File: src/rtl/instr_sequencer.sv
// instr_sequencer: decodes RV32I words into core fields and issues one
// instruction or a bubble per HOLD_CYCLES-clock slot through a 1-entry buffer.
module instr_sequencer #(
    parameter int HOLD_CYCLES = 3,
    parameter int CNT_WIDTH   = 16
) (
    input  logic                 clk,
    input  logic                 reset,
    input  logic                 run,
    input  logic [31:0]          instr,
    input  logic                 instr_valid,
    output logic                 instr_ready,
    output logic [6:0]           opcode,
    output logic [4:0]           rd,
    output logic [4:0]           rs1,
    output logic [4:0]           rs2,
    output logic [11:0]          imm12,
    output logic                 issue,
    output logic                 illegal,
    output logic                 busy,
    output logic [CNT_WIDTH-1:0] retired
);

    localparam int SW = (HOLD_CYCLES > 1) ? $clog2(HOLD_CYCLES) : 1;
    localparam logic [SW-1:0] SLOT_LAST = SW'(HOLD_CYCLES - 1);

    localparam logic [6:0] OP_ADD  = 7'd1;
    localparam logic [6:0] OP_SUB  = 7'd2;
    localparam logic [6:0] OP_SLT  = 7'd3;
    localparam logic [6:0] OP_ADDI = 7'd11;
    localparam logic [6:0] OP_SLTI = 7'd13;

    localparam logic [6:0] RV_OP     = 7'b0110011;
    localparam logic [6:0] RV_OP_IMM = 7'b0010011;

    typedef struct packed {
        logic [6:0]  op;
        logic [4:0]  rd;
        logic [4:0]  rs1;
        logic [4:0]  rs2;
        logic [11:0] imm;
    } fields_t;

    localparam fields_t BUBBLE = '{
        op:  OP_ADDI,
        rd:  5'd0,
        rs1: 5'd0,
        rs2: 5'd0,
        imm: 12'd0
    };

    logic [SW-1:0]        cnt_q, cnt_d;
    logic                 buf_vld_q, buf_vld_d;
    fields_t              buf_q, buf_d;
    fields_t              out_q, out_d;
    logic                 issue_q, issue_d;
    logic                 ill_q, ill_d;
    logic [CNT_WIDTH-1:0] ret_q, ret_d;

    logic    slot_end;
    logic    accept;
    logic    consume;
    logic    dec_legal;
    fields_t dec_f;

    logic [2:0] f3;
    logic [6:0] f7;

    assign f3 = instr[14:12];
    assign f7 = instr[31:25];

    always_comb begin
        dec_f     = BUBBLE;
        dec_legal = 1'b0;
        dec_f.rd  = instr[11:7];
        dec_f.rs1 = instr[19:15];
        unique case (instr[6:0])
            RV_OP: begin
                dec_f.rs2 = instr[24:20];
                if (f3 == 3'b000 && f7 == 7'b0000000) begin
                    dec_f.op  = OP_ADD;
                    dec_legal = 1'b1;
                end else if (f3 == 3'b000 && f7 == 7'b0100000) begin
                    dec_f.op  = OP_SUB;
                    dec_legal = 1'b1;
                end else if (f3 == 3'b010 && f7 == 7'b0000000) begin
                    dec_f.op  = OP_SLT;
                    dec_legal = 1'b1;
                end
            end
            RV_OP_IMM: begin
                dec_f.imm = instr[31:20];
                if (f3 == 3'b000) begin
                    dec_f.op  = OP_ADDI;
                    dec_legal = 1'b1;
                end else if (f3 == 3'b010) begin
                    dec_f.op  = OP_SLTI;
                    dec_legal = 1'b1;
                end
            end
            default: begin
                dec_legal = 1'b0;
            end
        endcase
    end

    // Buffer can take a new word in the same cycle it hands its entry over
    assign slot_end    = (cnt_q == SLOT_LAST);
    assign instr_ready = reset & (~buf_vld_q | (slot_end & run));
    assign accept      = instr_valid & instr_ready;
    assign consume     = slot_end & run & buf_vld_q;

    always_comb begin
        cnt_d     = slot_end ? '0 : cnt_q + SW'(1);
        buf_vld_d = buf_vld_q;
        buf_d     = buf_q;
        out_d     = out_q;
        issue_d   = 1'b0;
        ret_d     = ret_q;
        ill_d     = accept & ~dec_legal;
        if (consume) begin
            buf_vld_d = 1'b0;
        end
        if (accept && dec_legal) begin
            buf_vld_d = 1'b1;
            buf_d     = dec_f;
        end
        if (slot_end) begin
            if (consume) begin
                out_d   = buf_q;
                issue_d = 1'b1;
                ret_d   = ret_q + CNT_WIDTH'(1);
            end else begin
                out_d   = BUBBLE;
            end
        end
    end

    always_ff @(posedge clk) begin
        if (!reset) begin
            cnt_q     <= '0;
            buf_vld_q <= 1'b0;
            buf_q     <= BUBBLE;
            out_q     <= BUBBLE;
            issue_q   <= 1'b0;
            ill_q     <= 1'b0;
            ret_q     <= '0;
        end else begin
            cnt_q     <= cnt_d;
            buf_vld_q <= buf_vld_d;
            buf_q     <= buf_d;
            out_q     <= out_d;
            issue_q   <= issue_d;
            ill_q     <= ill_d;
            ret_q     <= ret_d;
        end
    end

    assign opcode  = out_q.op;
    assign rd      = out_q.rd;
    assign rs1     = out_q.rs1;
    assign rs2     = out_q.rs2;
    assign imm12   = out_q.imm;
    assign issue   = issue_q;
    assign illegal = ill_q;
    assign busy    = buf_vld_q;
    assign retired = ret_q;

endmodule

File: config.mk
export PLATFORM = sky130hd
export DESIGN_NAME = instr_sequencer
export DESIGN_NICKNAME = d
export VERILOG_FILES = /design/src/rtl/instr_sequencer.sv
export SDC_FILE = /design/constraint.sdc
export NUM_CORES = 1
export LEC_CHECK = 0
export BUFFER_PORTS_ARGS = -buffer_cell sky130_fd_sc_hd__buf_2
export CELL_PAD_IN_SITES_DETAIL_PLACEMENT = 1
export CELL_PAD_IN_SITES_GLOBAL_PLACEMENT = 1
export CORE_AREA = 2 2 88 90
export CTS_BUF_LIST = sky130_fd_sc_hd__clkbuf_4 sky130_fd_sc_hd__clkbuf_8
export DETAILED_ROUTE_END_ITERATION = 10
export DIE_AREA = 0 0 90 92
export PLACE_DENSITY = 0.85
export RECOVER_POWER = 25
export SLEW_MARGIN = 0
export SYNTH_ARGS = -nofsm -noshare
export SYNTH_HDL_FRONTEND = slang
export SYNTH_SLANG_ARGS = --single-unit
File: constraint.sdc
create_clock -name clk -period 6.85 [get_ports clk]
set_clock_uncertainty 0.15 [all_clocks]
set_input_delay 2.055 -clock clk [delete_from_list [all_inputs] [get_ports clk]]
set_output_delay 2.055 -clock clk [all_outputs]
set_load 0.05 [all_outputs]
==> metrics.md, run 1 <==
| Metric | Value |
|---|---|
| CP peak stage delay | `240 ps` |
| Hpwl dp | `5.41 mm` |
| Power per cell area | `242 mW/mm^2` |
| Synth Area in XOR/XNOR | `4.24%` |
| Worst path required time | `4640 ps` |
| Max_slew headroom | `40.7%` |
| Post-Syn Area | `0.00310 mm^2` |
| DR iter-0 viols | `105` |
| CP arrival | `between 2000 and 3000 ps` |
| Worst setup SP type | `input pin` |
| Top Ports | `90` |
| Die H | `92 um` |
| Vias | `2627` |
| Initial antenna violation count | `0` |
| Multiplexer share of the synthesized area | `0%` |
| Vias in the first global route | `2698` |
| CTS Sinks | `83` |
| WL final | `~8 mm` |
| Maximum clock rate | `201 MHz` |
| Worst skew pair latency | `roughly 340 ps` |
| H-tree level count | `3` |
| Vias per cell | `5.12` |
| Post-synth top flop | `dfxtp_1` |
| CTS-repair resized insts | `0` |
| Post-CTS Hold Buffers | `0` |
| Worst-path fanout max | `4` |
| Pin count of the biggest net entering global routing | `69` |
| Largest family of logic cells by synthesized area | `simple AND/OR/NAND/NOR gates` |
| Routability cong. | `0.715` |
| Worst setup EP type | `output port` |
| Overall Global Routing Usage | `19.3%` |
| Unrepaired setup endpoints after global routing | `no` |
| First-pass GRT wire length | `~13 mm` |
| Slew Viols, Final | `0` |
| FF+latch count, synth | `83` |
| IO Port Bufs | `86` |
| Complex-gate fraction of the synthesized area | `16.8%` |
| Adder-cell share of the synthesized area | `0.807%` |
| Sequential Area | `0.00166 mm^2` |
| Worst-margin pin slew | `887 ps` |
| CP delay by family, top | `buffers and inverters` |
| Netlist cell types | `36` |
| CTS root buffer | `clkbuf_8` |
| Sum Neg Setup Slack | `0 ps` |
| Final Cycle Share | `72.5%` |
| Area growth from synthesis to layout | `23.1%` |
| Clock buffer depth | `2` |
| CP cell instances | `clkbuf_1 -> a21bo_2 -> and2_1 -> buf_2` |
| Die width | `90 um` |
| WP buf/inv | `2` |
| Fraction of registers with async set/reset | `0%` |
| Final hold vios | `0` |
| WL/cell | `15.2 um` |
| Ant. Diodes | `0` |
| Seq/Total Area, Yosys | `53.6%` |
| Number of synthesized flops with an enable pin | `0` |
| FILL cells | `between 900 and 1000` |
| Final core occ | `51.3%` |
| Row cnt | `32` |
| Status | `finished clean` |
| Syn avg cell area | `roughly 9.6 um^2` |
| Clock transition at path regs | `80 ps` |
| Final Setup Violations | `0` |
| Area of the die | `a little over 0.008 mm^2` |
| Post-synthesis simple-gate area fraction | `20.9%` |
| Core region area | `0.00745 mm^2` |
| Crit path time final | `4960 ps` |
| Starting Density | `41.6%` |
| Static Leak | `1.59 nW` |
| TritonCTS clock tree | `yes` |
| Post CTS Setup Buffer Count | `0` |
| Layout cell share with drive strength beyond 1 | `22.9%` |
| Final #Nets | `444` |
| Mapped Cells | `324` |
| Maximum capacitance violations | `0` |
| Slowest CP cell | `a21bo_2` |
| CTS buffer count | `9` |
| Peak supply drop | `0.0951 mV` |
| 1st-pass router iterations | `4` |
| Detail Route Antenna Nets | `0` |
| Congestion Overflow GR | `0` |
| Synthesis Warnings | `0` |
| HP Class | `reg2reg` |
| Area of the multi-input gates | `roughly 0.0013 mm^2` |
| Worst Path Class, Setup | `in2out` |
| DR DRC count | `0` |
==> worst paths after layout <==
check,start,end,slack (ps),depth (start not counted)
max,run,instr_ready,1890,4
min,cnt_q[0],cnt_q[0],260,1
max reg2reg,cnt_q[0],buf_q[0],4060,8
min reg2reg,cnt_q[0],cnt_q[0],260,1
==> cell families (layout without fill, tap and decap cells) <==
family | count (synthesis) | in the layout
other cells | 1 | 3
compound gates | 69 | 69
simple gates | 130 | 130
fa+ha+maj | 2 | 2
xor+xnor | 15 | 15
flops | 83 | 83
buf+inv | 24 | 109
==> synth_stat cells, types with 3 or more instances <==
library cell,number,share of area [%]
and3_1,5,1.0
nor4_1,4,0.81
a31o_1,10,2.8
nor2_1,20,2.4
a21oi_1,3,0.48
a22o_1,28,7.9
nand3b_1,5,1.2
buf_4,4,0.97
clkbuf_1,15,1.8
buf_2,3,0.48
nor3_1,3,0.48
nand2_1,41,5.0
nand4_1,8,1.6
o21ai_0,17,2.7
and2_1,16,3.2
nand3_1,18,2.9
xnor2_1,13,3.7
dfxtp_1,83,54
==> cells in the final DEF (no fill, tap or decap), drive strengths merged, types with 3 or more instances in the layout <==
cell type,count
a21oi,3
a22o,28
a31o,12
and2,16
and3,5
buf,73
clkbuf,30
conb,3
dfxtp,83
nand2,41
nand3,18
nand3b,5
nand4,8
nor2,20
nor3,3
nor4,4
o21ai,17
xnor2,13
==> where the power goes <==
part           internal (W)  leakage [nW]  switching (W)   total, W
registers          0.000485         0.669    0.000000850   0.000485
logic             0.0000138         0.801      0.0000315  0.0000452
clock network      0.000224         0.117       0.000169   0.000393
==> flip-flops by register name, indices dropped and copies added (netlist names) <==
signal / cells
buf_q: 31
busy: 1
cnt_q: 2
illegal: 1
imm12: 12
issue: 1
opcode: 4
rd: 5
retired: 16
rs1: 5
rs2: 5
==> stage by stage <==
step                instances  setup slack [ps]  instance area (um^2)  total power (W)  hold WS [ps]
global route              513              1830                  3820         0.000960           285
global placement          497              1900                  3610         0.000542           249
floorplan                 326              1930                  3110         0.000523           243
CTS                       513              1880                  3840         0.000934           268
finish                    513              1890                  3820         0.000924           265
detailed placement        497              1880                  3610         0.000543           256
==> cell type report <==
type                       instances  area share [%]
sequential                        83            43.5
multi-input combinational        219            35.3
timing repair buffer              91            11.7
clock buffer                      12            4.00
tap                              102            3.34
clock inverter                     4            1.93
inverter                           2           0.197
==> per-layer routing <==
layer	part of all wire (%)	vias up	wire length [um]	track usage, %
met1	43	1253	3380	23.0
met3	6.3	7	493	4.93
met4	1.1	0	82	6.79
met5	0	-	0	0
li1	-	1297	-	-
met2	49	70	3830	33.6
Power figures use the tool's default switching activity.
==> inputs of run 2 (changes only) <==
--- a/config.mk
+++ b/config.mk
@@ -8,11 +8,11 @@
 export BUFFER_PORTS_ARGS = -buffer_cell sky130_fd_sc_hd__buf_2
 export CELL_PAD_IN_SITES_DETAIL_PLACEMENT = 1
 export CELL_PAD_IN_SITES_GLOBAL_PLACEMENT = 1
-export CORE_AREA = 2 2 88 90
+export CORE_AREA = 2 2 92 94
 export CTS_BUF_LIST = sky130_fd_sc_hd__clkbuf_4 sky130_fd_sc_hd__clkbuf_8
 export DETAILED_ROUTE_END_ITERATION = 10
-export DIE_AREA = 0 0 90 92
-export PLACE_DENSITY = 0.85
+export DIE_AREA = 0 0 94 96
+export PLACE_DENSITY = 0.79
 export RECOVER_POWER = 25
 export SLEW_MARGIN = 0
 export SYNTH_ARGS = -nofsm -noshare
==> constraint.sdc (replaced) <==
create_clock -name clk -period 5.1 [get_ports clk]
set_clock_uncertainty 0.15 [all_clocks]
set_input_delay 1.53 -clock clk [delete_from_list [all_inputs] [get_ports clk]]
set_output_delay 1.53 -clock clk [all_outputs]
set_load 0.05 [all_outputs]
==> run 2 against run 1 <==
First-iteration DRC count is 45% lower. Cell count up 0.39%. Sequential power increased by 34%. Largest cell class unchanged. Largest power group unchanged.
==> metrics.md, run 2 (synthesis results as in run 1) <==
| Metric | Value |
|---|---|
| WL/cell | `14.3 um (-6.1%)` |
| Layout cell share with drive strength beyond 1 | `22.4% (-0.43 points)` |
| Starting Density | `38.5% (-3.1 points)` |
| CTS buffer count | `9 (unchanged)` |
| Die H | `96 um (+4.3%)` |
| Slew Viols, Final | `0 (unchanged)` |
| Placed Instances | `499 (+0.40%)` |
| Static Leak | `1.58 nW (-0.19%)` |
| Vias | `2607 (-0.76%)` |
| Post CTS Setup Buffer Count | `0 (unchanged)` |
| Post-CTS Hold Buffers | `0 (unchanged)` |
| 1st-pass router iterations | `4 (unchanged)` |
| Most flops, register | `buf_q` |
| CTS Sinks | `83 (unchanged)` |
| Clock transition at path regs | `80 ps (about the same)` |
| Final hold vios | `0 (unchanged)` |
| Die width | `94 um (+4.4%)` |
| TritonCTS clock tree | `yes` |
| CTS-repair resized insts | `0 (unchanged)` |
| CP cell instances | `clkbuf_1 -> a21bo_2 -> and2_1 -> buf_2` |
| Power per cell area | `334 mW/mm^2 (+38%)` |
| Worst R2R Setup Slack | `2750 ps (-1310 ps)` |
| Area growth from synthesis to layout | `23.5%` |
| CP arrival | `2250 ps (-510 ps)` |
| Worst r2r path cells | `8 (unchanged)` |
| Pin count of the biggest net entering global routing | `69 (unchanged)` |
| Filler-free cell count of the finished design | `515 (+0.39%)` |
| Hold_sp | `cnt_q[0]` |
| Final Cycle Share | `77.0%` |
| First-pass GRT wire length | `12.0 mm (-6.5%)` |
| Slowest CP cell | `a21bo_2` |
| Routability cong. | `0.811 (+13%)` |
| Clock buffer depth | `2 (unchanged)` |
| Worst-margin pin slew | `904 ps (+17.2 ps)` |
| Maximum clock rate | `between 200 and 300 MHz` |
| CP peak stage delay | `240 ps (about the same)` |
| Hpwl dp | `5.17 mm (-4.4%)` |
| Worst-path fanout max | `4 (unchanged)` |
| Crit path time final | `just under 4000 ps` |
| Busiest grt layer | `met2` |
| Overall Global Routing Usage | `17.1% (-2.2 points)` |
| IO Port Bufs | `86 (unchanged)` |
| GR Util met3 | `4.15% (-0.78 points)` |
| Max reg flops | `31 (unchanged)` |
| HP Class | `reg2reg` |
| DR DRC count | `0 (unchanged)` |
| Worst hold path depth | `1 (unchanged)` |
| Commonest non-fill, non-tap cell in the layout | `dfxtp_1` |
| Area of the die | `0.00902 mm^2 (+9.0%)` |
| Detail Route Antenna Nets | `0 (unchanged)` |
| Most frequent cells in the layout | `83 x dfxtp_1, 67 x buf_2, 41 x nand2_1` |
| Congestion Overflow GR | `0 (unchanged)` |
| Final #Nets | `443 (-0.23%)` |
| Worst setup EP type | `output port` |
| R2r startpoint | `cnt_q[0]` |
| M1 GR Usage | `21.6% (-1.4 points)` |
| Hold path endpoint | `cnt_q[0]` |
| Vias in the first global route | `2490 (-7.7%)` |
| Worst path required time | `3420 ps (-1220 ps)` |
| Ant. Diodes | `0 (unchanged)` |
| Worst r2r dst | `buf_q[28]` |
| Sum Neg Setup Slack | `0 ps (unchanged)` |
| FILL cells | `959 (+4.9%)` |
| Row cnt | `33 (+3.1%)` |
| Worst Path Class, Setup | `in2out` |
| Status | `finished clean` |
| Max_slew headroom | `39.5% (-1.2 points)` |
| Worst skew pair latency | `340 ps (about the same)` |
| DR iter-0 viols | `58 (-45%)` |
| Pwr Total | `0.00128 W (+39%)` |
| Peak supply drop | `0.118 mV (+24%)` |
| Maximum capacitance violations | `0 (unchanged)` |
| Final Setup Violations | `0 (unchanged)` |
| Met2 usage | `28.2% (-5.4 points)` |
| Vias per cell | `5.06 (-1.1%)` |
| Top Ports | `90 (unchanged)` |
| H-tree level count | `3 (unchanged)` |
| WL final | `7.35 mm (-5.7%)` |
| Initial antenna violation count | `0 (unchanged)` |
| Core region area | `0.00805 mm^2 (+8.1%)` |
| Unrepaired setup endpoints after global routing | `no` |
| CTS root buffer | `clkbuf_8` |
| Worst setup SP type | `input pin` |
[run 2: worst max path at each step]
stage | start | end | slack, ps | cells after the start
floorplan | reset | instr_ready | 1230 | 2
CTS | run | instr_ready | 1170 | 4
global placement | run | instr_ready | 1200 | 4
global route | run | instr_ready | 1120 | 4
detailed placement | run | instr_ready | 1170 | 4
finish | run | instr_ready | 1170 | 4
[run 2: area by class of cell]
cell class | count | area (um^2) | share of cell area [%]
tap | 105 | 131 | 3.43
clock buffer | 11 | 145 | 3.79
clock inverter | 5 | 100 | 2.61
timing repair buffer | 90 | 437 | 11.4
sequential | 83 | 1660 | 43.4
multi-input combinational | 219 | 1350 | 35.2
inverter | 2 | 7.51 | 0.196
[run 2: routing by layer]
layer	vias to the layer above	routed length (um)
li1	1302	-
met1	1224	3430
met2	69	3420
met3	12	359
met4	0	133
met5	-	0
[run 2: report_power, final]
group | total (W) | internal (W) | switching, W | leakage (nW)
clock network | 0.000568 | 0.000343 | 0.000225 | 0.127
registers | 0.000652 | 0.000651 | 0.00000131 | 0.669
logic | 0.0000605 | 0.0000185 | 0.0000420 | 0.788
total | 0.00128 | 0.00101 | 0.000268 | 1.58
[run 2: worst max-delay path, delay by kind of cell]
family	cells	cell delay (ps)
compound gates	1	240
buf+inv	2	320
simple gates	1	160
[run 2: metrics by stage]
step	setup WS (ps)	util, %	hold slack, ps	instance area [um^2]
finish	1170	47.6	268	3830
global placement	1200	44.8	251	3610
detailed placement	1170	44.8	262	3610
global route	1120	47.6	289	3830
floorplan	1230	-	243	3110
CTS	1170	47.9	273	3850
==> inputs of run 3 (changes only) <==
--- a/config.mk
+++ b/config.mk
@@ -5,14 +5,15 @@
 export SDC_FILE = /design/constraint.sdc
 export NUM_CORES = 1
 export LEC_CHECK = 0
+export ABC_AREA = 1
 export BUFFER_PORTS_ARGS = -buffer_cell sky130_fd_sc_hd__buf_2
 export CELL_PAD_IN_SITES_DETAIL_PLACEMENT = 1
 export CELL_PAD_IN_SITES_GLOBAL_PLACEMENT = 1
-export CORE_AREA = 2 2 92 94
+export CORE_AREA = 2 2 96 98
 export CTS_BUF_LIST = sky130_fd_sc_hd__clkbuf_4 sky130_fd_sc_hd__clkbuf_8
 export DETAILED_ROUTE_END_ITERATION = 10
-export DIE_AREA = 0 0 94 96
-export PLACE_DENSITY = 0.79
+export DIE_AREA = 0 0 98 100
+export PLACE_DENSITY = 0.78
 export RECOVER_POWER = 25
 export SLEW_MARGIN = 0
 export SYNTH_ARGS = -nofsm -noshare
==> constraint.sdc (replaced) <==
create_clock -name clk -period 4 [get_ports clk]
set_clock_uncertainty 0.15 [all_clocks]
set_input_delay 1.2 -clock clk [delete_from_list [all_inputs] [get_ports clk]]
set_output_delay 1.2 -clock clk [all_outputs]
set_load 0.05 [all_outputs]
==> run 3 against run 2 <==
Total power increased by 21%. First-iteration DRC count increased by 66%. Clock-buffer cell count decreased by 1. Global-route usage increased by 0.64 points. Register-to-register slack got worse by 1400 ps. Synthesized cell count increased by 26%. Combinational power increased by 51%. Critical path type unchanged.
==> metrics.md, run 3 <==
| Metric | Value |
|---|---|
| Worst-margin pin slew | `1270 ps (+368 ps)` |
| Congestion Overflow GR | `0 (unchanged)` |
| Synth top area cells | `dfxtp_1 50%, nand2_1 9.2%, a22o_1 7.4%` |
| Core region area | `0.00889 mm^2 (+10%)` |
| Most flops, register | `buf_q` |
| Fraction of registers with async set/reset | `0% (unchanged)` |
| Clock buffer depth | `2 (unchanged)` |
| IO Port Bufs | `86 (unchanged)` |
| 1st-pass router iterations | `5 (+1)` |
| Pin count of the biggest net entering global routing | `30 (-57%)` |
| Worst r2r path cells | `9 (+1)` |
| TritonCTS clock tree | `yes` |
| H-tree level count | `3 (unchanged)` |
| Worst skew pair latency | `350 ps (about the same)` |
| Initial antenna violation count | `0 (unchanged)` |
| Row cnt | `35 (+6.1%)` |
| Final Setup Violations | `0 (unchanged)` |
| Crit path time final | `between 3000 and 4000 ps` |
| Top Ports | `90 (unchanged)` |
| CTS Sinks | `83 (unchanged)` |
| WL/cell | `14.1 um (-1.3%)` |
| Count leader, synth | `dfxtp_1` |
| Vias in the first global route | `2931 (+18%)` |
| CTS buffer count | `9 (unchanged)` |
| Mapped Cells | `408 (+26%)` |
| Status | `finished clean` |
| Area of the die | `0.00980 mm^2 (+8.6%)` |
| Hold Slack | `275 ps (+7.24 ps)` |
| Worst path required time | `2650 ps (-770 ps)` |
| Power per cell area | `394 mW/mm^2 (+18%)` |
| Commonest non-fill, non-tap cell in the layout | `dfxtp_1` |
| Die H | `100 um (+4.2%)` |
| Final #Nets | `525 (+19%)` |
| Post-synth top area cell | `dfxtp_1` |
| Detail Route Antenna Nets | `0 (unchanged)` |
| Ant. Diodes | `0 (unchanged)` |
| Clock transition at path regs | `90 ps (about the same)` |
| Area share of the largest cell type after synthesis | `50.2% (-3.3 points)` |
| CP cell instances | `clkbuf_1 -> nand2_1 -> a21oi_2 -> buf_2` |
| CTS root buffer | `clkbuf_8` |
| Final Cycle Share | `78.6%` |
| DR DRC count | `0 (unchanged)` |
| Worst-path fanout max | `2 (-2)` |
| Max reg flops | `31 (unchanged)` |
| Unrepaired setup endpoints after global routing | `no` |
| Routability cong. | `0.803 (-0.96%)` |
| Worst hold path depth | `1 (unchanged)` |
| Slew Viols, Final | `0 (unchanged)` |
| Maximum capacitance violations | `0 (unchanged)` |
| Seq/Total Area, Yosys | `50.2% (-3.3 points)` |
| Number of synthesized flops with an enable pin | `0 (unchanged)` |
| WL final | `8.49 mm (+16%)` |
| Overall Global Routing Usage | `17.7% (+0.64 points)` |
| Hpwl dp | `6.18 mm (+20%)` |
| Most frequent cells in the layout | `83 x dfxtp_1, 81 x nand2_1, 64 x buf_2` |
| Final core occ | `44.3% (-3.3 points)` |
| Worst setup EP type | `output port` |
| CP arrival | `1800 ps (-450 ps)` |
| Synthesis Warnings | `0 (unchanged)` |
| Peak supply drop | `0.157 mV (+33%)` |
| Worst setup SP type | `input pin` |
| CTS-repair resized insts | `0 (unchanged)` |
| Vias per cell | `4.98 (-1.7%)` |
| Worst Path Class, Setup | `in2out` |
| Layout cell share with drive strength beyond 1 | `19.1% (-3.3 points)` |
| Post-synth top flop | `dfxtp_1` |
| CP peak stage delay | `270 ps (+30 ps)` |
| Area growth from synthesis to layout | `19.0%` |
| Post-CTS Hold Buffers | `0 (unchanged)` |
| HP Class | `reg2reg` |
| Netlist cell types | `29 (-19%)` |
| First-pass GRT wire length | `14.0 mm (+16%)` |
| Max_slew headroom | `15.1% (-24 points)` |
| DR iter-0 viols | `96 (+66%)` |
| Post-Syn Area | `0.00331 mm^2 (+6.6%)` |
| FF+latch count, synth | `83 (unchanged)` |
| Maximum clock rate | `318 MHz` |
| Sum Neg Setup Slack | `0 ps (unchanged)` |
| Syn avg cell area | `8.11 um^2 (-15%)` |
| Slowest CP cell | `buf_2` |
| Post CTS Setup Buffer Count | `0 (unchanged)` |
| Starting Density | `37.2% (-1.3 points)` |
| Die width | `98 um (+4.3%)` |
| Static Leak | `1.63 nW (+3.1%)` |
| Worst R2R Setup Slack | `1350 ps (-1400 ps)` |
| Final hold vios | `0 (unchanged)` |
| Vias | `3000 (+15%)` |
| Top cells by count, synth | `83 x dfxtp_1, 81 x nand2_1, 42 x a21oi_1` |
==> run 3: changes by cell type after synthesis, sizes merged, moves of 11 or more <==
| cell | previous run | this run |
|---|---|---|
| clkbuf | 15 | 4 |
| nand2 | 41 | 83 |
| nand3 | 18 | 41 |
| a31o | 12 | 0 |
| inv | 2 | 32 |
| buf | 7 | 22 |
| a21oi | 3 | 43 |
| xnor2 | 13 | 0 |
| nor2 | 20 | 42 |
| and2 | 16 | 0 |
==> run 3: worst paths after layout <==
| path | from | end |
|---|---|---|
| min reg2reg | cnt_q[0] | cnt_q[0] |
| min | cnt_q[0] | cnt_q[0] |
| max | run | instr_ready |
| max reg2reg | cnt_q[0] | retired[15] |
==> run 3: through the flow <==
step,worst slack [ps],area [um^2],power (W),cells
after CTS,857,3990,0.00157,603
after global placement,874,3780,0.000943,587
after floorplan,867,3310,0.000910,410
after detailed placement,813,3780,0.000945,587
after global routing,712,3930,0.00162,603
final,855,3930,0.00155,603
==> run 3: final cells by class <==
cell class / instances / area, um^2
clock buffer: 10 / 131
clock inverter: 6 / 73.8
fill: 1147 / 4960
inverter: 32 / 120
timing repair buffer: 92 / 448
multi-input combinational: 269 / 1360
sequential: 83 / 1660
tap: 111 / 139
==> run 3: logic make-up (layout without fill, tap and decap cells) <==
group,Yosys count,in the layout,share of synthesized area [%]
other,1,3,0.113
AND/OR/NAND/NOR,178,178,23.7
flip-flops,83,83,50.2
AO/OA/AOI/OAI,86,86,17.0
buffers and inverters,58,140,8.17
adder cells (fa/ha/maj),2,2,0.757
==> run 3: per-layer routing <==
layer	up-vias	global-route usage (%)	wire length, um
met5	-	0	0
met4	0	6.84	148
met3	14	3.69	403
met2	69	30.8	4130
met1	1404	21.5	3800
li1	1513	-	-
==> run 3: worst max-delay path: cells and delay by family <==
kind | cells | cell delay (ps)
buffers and inverters | 2 | 360
AO/OA/AOI/OAI | 1 | 140
AND/OR/NAND/NOR | 1 | 80
==> run 3: power by group <==
part / switching, W / internal [W]
clock: 0.000323 / 0.000303
sequential: 0.00000203 / 0.000830
combinational: 0.0000641 / 0.0000273
total: 0.000389 / 0.00116
